===== config.mk =====
export PLATFORM = sky130hd
export DESIGN_NAME = seq_reg_share_arbiter
export DESIGN_NICKNAME = d
export VERILOG_FILES = /design/src/rtl/seq_reg_share_arbiter.sv
export SDC_FILE = /design/constraint.sdc
export NUM_CORES = 1
export LEC_CHECK = 0
export BUFFER_PORTS_ARGS = -buffer_cell sky130_fd_sc_hd__buf_4
export CAP_MARGIN = 5
export CELL_PAD_IN_SITES_DETAIL_PLACEMENT = 2
export CELL_PAD_IN_SITES_GLOBAL_PLACEMENT = 2
export CORE_MARGIN = 8
export CORE_UTILIZATION = 29
export DETAILED_ROUTE_END_ITERATION = 8
export PLACE_DENSITY = 0.87
export SLEW_MARGIN = 20
export SYNTH_ARGS = -nofsm -noshare
export SYNTH_HDL_FRONTEND = slang
export SYNTH_SLANG_ARGS = --single-unit

===== constraint.sdc =====
create_clock -name clk -period 2.4 [get_ports clk]
set_input_delay 0.12 -clock clk [delete_from_list [all_inputs] [get_ports clk]]
set_output_delay 0.12 -clock clk [all_outputs]
set_load 0.005 [all_outputs]

===== src/rtl/seq_reg_share_arbiter.sv =====
// Round-robin arbiter that grants one requester at a time ownership of a shared
// WIDTH-bit register, loading one beat per cycle up to a burst cap.
module seq_reg_share_arbiter #(
    parameter int unsigned NUM_REQ   = 4,
    parameter int unsigned WIDTH     = 8,
    parameter int unsigned MAX_BURST = 4
) (
    input  logic                       clk,
    input  logic                       rst_n,
    input  logic [NUM_REQ-1:0]         req,
    input  logic [NUM_REQ-1:0]         last,
    input  logic [NUM_REQ*WIDTH-1:0]   data,
    output logic [NUM_REQ-1:0]         gnt,
    output logic [$clog2(NUM_REQ)-1:0] owner,
    output logic                       busy,
    output logic [WIDTH-1:0]           q,
    output logic                       q_valid
);

    localparam int unsigned OWNER_W = $clog2(NUM_REQ);
    localparam int unsigned CNT_W   = 4;

    typedef enum logic {
        IDLE = 1'b0,
        OWN  = 1'b1
    } state_t;

    state_t               state, state_n;
    logic [OWNER_W-1:0]   ptr, ptr_n;
    logic [OWNER_W-1:0]   owner_n;
    logic [CNT_W-1:0]     cnt, cnt_n;
    logic [NUM_REQ-1:0]   gnt_n;
    logic                 busy_n;
    logic [WIDTH-1:0]     q_n;
    logic                 q_valid_n;

    logic                 found;
    logic [OWNER_W-1:0]   win;
    logic [OWNER_W-1:0]   idx;
    logic [WIDTH-1:0]     data_arr [NUM_REQ];

    for (genvar i = 0; i < NUM_REQ; i++) begin : g_unpack
        assign data_arr[i] = data[i*WIDTH +: WIDTH];
    end

    // First active request searching upward from ptr+1 with wrap-around.
    always_comb begin
        found = 1'b0;
        win   = '0;
        idx   = '0;
        for (int unsigned k = 1; k <= NUM_REQ; k++) begin
            idx = OWNER_W'((32'(ptr) + k) % NUM_REQ);
            if (!found && req[idx]) begin
                found = 1'b1;
                win   = idx;
            end
        end
    end

    // Next-state and registered-output logic.
    always_comb begin
        state_n   = state;
        ptr_n     = ptr;
        owner_n   = owner;
        cnt_n     = cnt;
        gnt_n     = gnt;
        busy_n    = busy;
        q_n       = q;
        q_valid_n = 1'b0;

        case (state)
            IDLE: begin
                if (found) begin
                    state_n = OWN;
                    gnt_n   = NUM_REQ'(1) << win;
                    owner_n = win;
                    ptr_n   = win;
                    cnt_n   = '0;
                    busy_n  = 1'b1;
                end
            end
            OWN: begin
                if (req[owner]) begin
                    q_n       = data_arr[owner];
                    q_valid_n = 1'b1;
                    cnt_n     = cnt + CNT_W'(1);
                    if (last[owner] || (cnt_n == CNT_W'(MAX_BURST))) begin
                        state_n = IDLE;
                        gnt_n   = '0;
                        busy_n  = 1'b0;
                    end
                end else begin
                    // Owner dropped its request: abandon without a load.
                    state_n = IDLE;
                    gnt_n   = '0;
                    busy_n  = 1'b0;
                end
            end
            default: begin
                state_n = IDLE;
                gnt_n   = '0;
                busy_n  = 1'b0;
            end
        endcase
    end

    always_ff @(posedge clk or negedge rst_n) begin
        if (!rst_n) begin
            state   <= IDLE;
            ptr     <= OWNER_W'(NUM_REQ - 1);
            owner   <= '0;
            cnt     <= '0;
            gnt     <= '0;
            busy    <= 1'b0;
            q       <= '0;
            q_valid <= 1'b0;
        end else begin
            state   <= state_n;
            ptr     <= ptr_n;
            owner   <= owner_n;
            cnt     <= cnt_n;
            gnt     <= gnt_n;
            busy    <= busy_n;
            q       <= q_n;
            q_valid <= q_valid_n;
        end
    end

endmodule

==> out/qor.yml, run 1 <==
status: "completed"
cp_data_arrival_time_ns: 2.02
ant_nets: 0
worst_setup_path_end_kind: "flip-flop"
crit_chain: "ha_1 -> or4bb_1 -> o31ai_2 -> nor3_4 -> o21bai_4 -> a22o_1"
cts_setup_buffers: 0
start_kind: "flip-flop"
final_net_count: 209
drcViolationCount: 0
track_usage_pct: 13.35
drive_gt1_share_pct: 50.61
first_pass_iters: 4
die_w_um: 84.83
wirelength_um: 4566
synth_top_family_by_area: "multiplexers"
core-area_um2: 4661
fill_cells: 461
ys_ff_latch: 23
cts.path.max_buffers: 2
ys_types: 37
vias: 1151
ir_worst_vdd_v: 0.0003745
cts_root_buf: "clkbuf_8"
grt_pass1_wl_um: 7569
worst_pin_slew_ns: 0.4265
synth.area.top_cells: "dfrtp_1 38%, mux4_1 15%, mux2_2 6.6%"
globalplace.congestion: 0.8239
drtIter0Drc: 33
worstPathMaxFanout: 7
p_leak_nw: 0.9071
dieArea_um2: 7196
rows: 25
crit_slowest_cell: "or4bb_1"
yosysWarnings: 0
min_period_ns: 1.863
hold_violations: 0
finalSetupViolations: 0
rsz0062_at_grt: "false"
synth.top_cell.area_share_pct: 38.25
setup_ws_ns: 0.5372
reg2regPathDepth: 6
yosys.area.top_type: "dfrtp_1"
yosys.area_share.simple_pct: 11.29
ys.flop_type: "dfrtp_1"
required_ns: 2.56
syn2layout_area_growth_pct: 38.07
period_share_pct: 77.62
hpwl_um: 3493
powerDensity_nw_per_um2: 1102
cp.buffers_inverters: 0
cts.sink_count: 23
final_common_cell: "buf_4"
hold_buffers: 1
die_h_um: 84.83
maxSlewHeadroom_pct: 71.56
hold_path_class: "primary input to async pin"
portBuffers: 57
synthesis.nets: 148
drv_slew: 0
initial_utilization_pct: 29.48
finClkSkew_ns: 0.007815
synthAdderAreaFrac_pct: 1.821
synthArstFlopShare_pct: 100.0
ys_seq_area_share_pct: 42.08
synth-compound-area-share_pct: 14.85
syn_area_um2: 1374
h-tree-depth: 1
grt_max_degree: 24
synth_xor_area_share_pct: 0.6375
syn_inst: 104
fmax_mhz: 536.8
io_pins: 58
n_antenna_cell: 0
final_cell_mix: "59 x buf_4, 21 x dfrtp_1, 8 x o21ai_0, 8 x mux4_1, 8 x mux2_2"
place_ws_ns: 0.5781
clk_latency_ns: 0.27
worstSetupPathType: "flip-flop to flip-flop"
viasPerCell: 5.280
total_power_mw: 2.090
wl_per_cell_um: 20.94
fin_setup_tns_ns: 0
avgSynthCellArea_um2: 13.21
antenna_found_initial: 0
grt_pass1_vias: 1436
clk_transition_reported_paths_ns: 0.09
cts_tree: "done"
cts_made_buffers: 3
muxShareOfSynthArea_pct: 25.14
post_cts_resized: 0
multi_input_area_um2: 738.2
cap_violations: 0
overflow: 0
synth_edf_count: 0
cpPeakStageDelay_ns: 0.49
cp_top_family: "simple AND/OR/NAND/NOR gates"
register_area_um2: 578.1
cp_num_cells: 6
per-stage QoR:
step | instances | hold slack [ns] | util, % | cell area [um^2]
final | 218 | 0.2653 | 40.70 | 1897
after global routing | 218 | 0.2851 | 40.70 | 1897
after CTS | 218 | 0.2736 | 40.70 | 1897
after detailed placement | 213 | 0.03373 | 39.52 | 1842
after global placement | 213 | 0.02682 | 39.52 | 1842
after floorplan | 104 | -0.1756 | - | 1374
report_power, final:
group	switching, mW	leakage, nW	internal (mW)
combinational	0.484	0.602	0.604
sequential	0.170	0.282	0.578
clock	0.134	0.0228	0.119
cell type report:
cell class	instances	area share (%)
Multi-Input combinational cell	73	38.92
Sequential cell	23	30.47
Timing Repair Buffer	60	23.88
Tap cell	54	3.562
Clock buffer	4	2.375
Inverter	4	0.7916
logic make-up (layout without fill, tap and decap cells):
logic type,count (synthesis),in the layout
AOI/OAI and AO/OA,27,27
DFF,23,23
buffers and inverters,8,68
xor gates and xnor gates,1,1
and+or+nand+nor,25,25
muxes,18,18
adders and majority gates,2,2
Yosys cell counts, types with 2 or more instances:
master and n:
a21o_1 4, a21o_2 2, a21oi_1 2, a22o_1 3
a32oi_1 2, buf_6 2, dfrtp_1 21, dfstp_2 2
ha_1 2, inv_1 3, mux2_2 8, mux4_1 8
mux4_2 2, nand2_1 6, nand2b_1 2, nand3_1 5
nor2_1 3, o21ai_0 8
flip-flops by register name, indices dropped and copies added (netlist names):
| name | flops |
|---|---|
| ptr | 2 |
| q | 8 |
| gnt | 4 |
| busy | 1 |
| cnt | 4 |
| q_valid | 1 |
| state | 1 |
| owner | 2 |
path summary, 6_finish.rpt:
| path | from | to | slack [ns] |
|---|---|---|---|
| setup / recovery | cnt[0] | gnt[1] | 0.54 |
| hold / removal | rst_n | q[0] | 0.27 |
| setup reg to reg | cnt[0] | gnt[1] | 0.54 |
| hold reg to reg | q[6] | q[6] | 0.53 |
| max in group asynchronous | rst_n | ptr[0] | 1.84 |
| min in group clk | data[6] | q[6] | 0.29 |
layer usage:
metal / share of wire [%] / up-vias / global-route usage [%]
li1: - / 523 / -
met1: 40 / 573 / 14.05
met2: 51 / 50 / 23.77
met3: 7.8 / 5 / 4.923
met4: 1.3 / 0 / 4.854
met5: 0 / - / 0
(Power assumes the default switching activity.)
==> inputs of run 2 (changes only) <==
Clock period 2.4 ns to 1.8 ns, I/O delays scaled along.
==> out/qor.yml, run 2 (same netlist as run 1, synthesis figures left out) <==
clk_transition_reported_paths_ns: 0.09  # about the same
cts_made_buffers: 3  # unchanged
fmax_mhz: 563.3  # +4.9%
cts.path.max_buffers: 2  # unchanged
fin_setup_tns_ns: 0  # unchanged
h-tree-depth: 1  # unchanged
powerDensity_nw_per_um2: 1452  # +32%
final_common_cell: "buf_4"
status: "completed"
clk_latency_ns: 0.27  # about the same
cts_tree: "done"
period_share_pct: 98.62  # +21 points
crit_chain: "ha_2 -> or4bb_4 -> o31ai_4 -> nor3_4 -> o21bai_4 -> a22o_1"
finish.utilization_pct: 42.09  # +1.4 points
clkPwrFrac_pct: 11.6  # -0.5 points
finClkSkew_ns: 0.008278  # +0.0004625 ns
drcViolationCount: 0  # unchanged
hpwl_um: 3536  # +1.2%
internal_power_mw: 1.793  # +38%
core-area_um2: 4661  # unchanged
die_h_um: 84.83  # unchanged
vias: 1203  # +4.5%
overflow: 0  # unchanged
globalplace.congestion: 0.7882  # -4.3%
grt_pass1_wl_um: 7327  # -3.2%
hold_start: "req[3]"
initial_utilization_pct: 29.48  # unchanged
top_register: "q"
worstPathMaxFanout: 4  # -3
viasPerCell: 5.371  # +1.7%
cp_top_family: "simple AND/OR/NAND/NOR gates"
grt_max_degree: 24  # unchanged
cap_violations: 0  # unchanged
io_pins: 58  # unchanged
ant_nets: 0  # unchanged
p_comb_share_pct: 53.8  # +1.7 points
p_sw_mw: 1.056  # +34%
drv_slew: 0  # unchanged
drtIter0Drc: 64  # +94%
die_w_um: 84.83  # unchanged
wirelength_um: 4535  # -0.68%
final_cell_mix: "64 x buf_4, 21 x dfrtp_1, 8 x mux4_1, 8 x mux2_2, 7 x o21ai_0"
setup_ws_ns: 0.02479  # -0.5124 ns
final_cells: 224  # +2.8%
dieArea_um2: 7196  # unchanged
cts_root_buf: "clkbuf_8"
crit_slowest_cell: "or4bb_4"
total_power_mw: 2.849  # +36%
final_net_count: 215  # +2.9%
track_usage_pct: 12.98  # -0.38 points
r2r-start: "cnt[0]"
cpPeakStageDelay_ns: 0.53  # +0.04 ns
biggestRegsByFlops: "q x8, cnt x4, gnt x4"
ir_worst_vdd_v: 0.0005370  # +43%
rsz0062_at_grt: "true"
syn2layout_area_growth_pct: 42.80
place_ws_ns: -0.01364  # -0.5917 ns
fin_area_um2: 1962  # +3.4%
sequentialPowerShare_pct: 34.7  # -1.1 points
required_ns: 1.96  # -0.60 ns
start_kind: "flip-flop"
rows: 25  # unchanged
hold_path_class: "primary input to flip-flop"
netSwitchingFraction_pct: 37.06  # -0.66 points
worst_pin_slew_ns: 0.4183  # -0.008236 ns
largest_reg_flops: 8  # unchanged
drive_gt1_share_pct: 54.12  # +3.5 points
hold_violations: 0  # unchanged
cp_data_arrival_time_ns: 1.94  # -0.08 ns
antenna_found_initial: 0  # unchanged
worstSetupPathType: "flip-flop to flip-flop"
crit_start: "cnt[0]"
hold_ws_ns: 0.2622  # -0.003079 ns
finalSetupViolations: 0  # unchanged
portBuffers: 57  # unchanged
wl_per_cell_um: 20.25  # -3.3%
grt_pass1_vias: 1428  # -0.56%
p_leak_nw: 0.9443  # +4.1%
first_pass_iters: 4  # unchanged
worst_setup_path_end_kind: "flip-flop"
place_area_um2: 1849  # +0.41%
n_antenna_cell: 0  # unchanged
placed_cells: 214  # +0.47%
cp.buffers_inverters: 0  # unchanged
maxSlewHeadroom_pct: 72.11  # +0.55 points
cts.sink_count: 23  # unchanged
min_period_ns: 1.775  # -0.08759 ns
==> run 2: final timing paths <==
check | to | slack, ns | cells past startpoint
max | gnt[1] | 0.02 | 6
max reg2reg | gnt[1] | 0.02 | 6
max in group asynchronous | ptr[1] | 1.23 | 2
min in group asynchronous | owner[1] | 0.29 | 2
min | gnt[2] | 0.26 | 4
min reg2reg | q[5] | 0.52 | 1
==> run 2: what timing repair did <==
item | 4_1_cts | 5_1_grt
pin swaps | 0 | 2
endpoints found under the hold margin | 23 | 0
gates resized for setup | 0 | 5
hold buffers | 1 | 0
setup endpoints to repair | 2 | 3
setup buffers | 1 | 4
==> run 2: cell type report <==
type / count / area, um^2
fill: 471 / 2699
inverter: 4 / 15.01
tap: 54 / 67.56
multi-input combinational: 73 / 753.2
sequential: 23 / 578.1
clock buffer: 3 / 41.29
clock inverter: 1 / 5.005
timing repair buffer: 66 / 501.7
==> run 2: per-layer routing <==
metal / vias up / GRT usage, % / routed length, um
met2: 59 / 22.83 / 2291
met5: - / 0 / 0
met1: 598 / 13.68 / 1739
met4: 0 / 4.369 / 95
li1: 538 / - / -
met3: 8 / 5.309 / 409
==> run 2: worst register-to-register path: stages, from the launching register on <==
cell,delay [ns]
dfrtp_1,0.40
ha_2,0.19
or4bb_4,0.53
o31ai_4,0.09
nor3_4,0.08
o21bai_4,0.18
a22o_1,0.19
==> run 2: power groups by stage <==
stage          Sequential, mW  Clock, mW  Combinational (mW)
5_1_grt                  1.02      0.362                1.68
2_1_floorplan           0.958          0               0.900
3_3_place_gp            0.967          0                1.37
4_1_cts                 0.988      0.338                1.50
3_5_place_dp            0.993          0                1.48
6_report                0.987      0.330                1.53
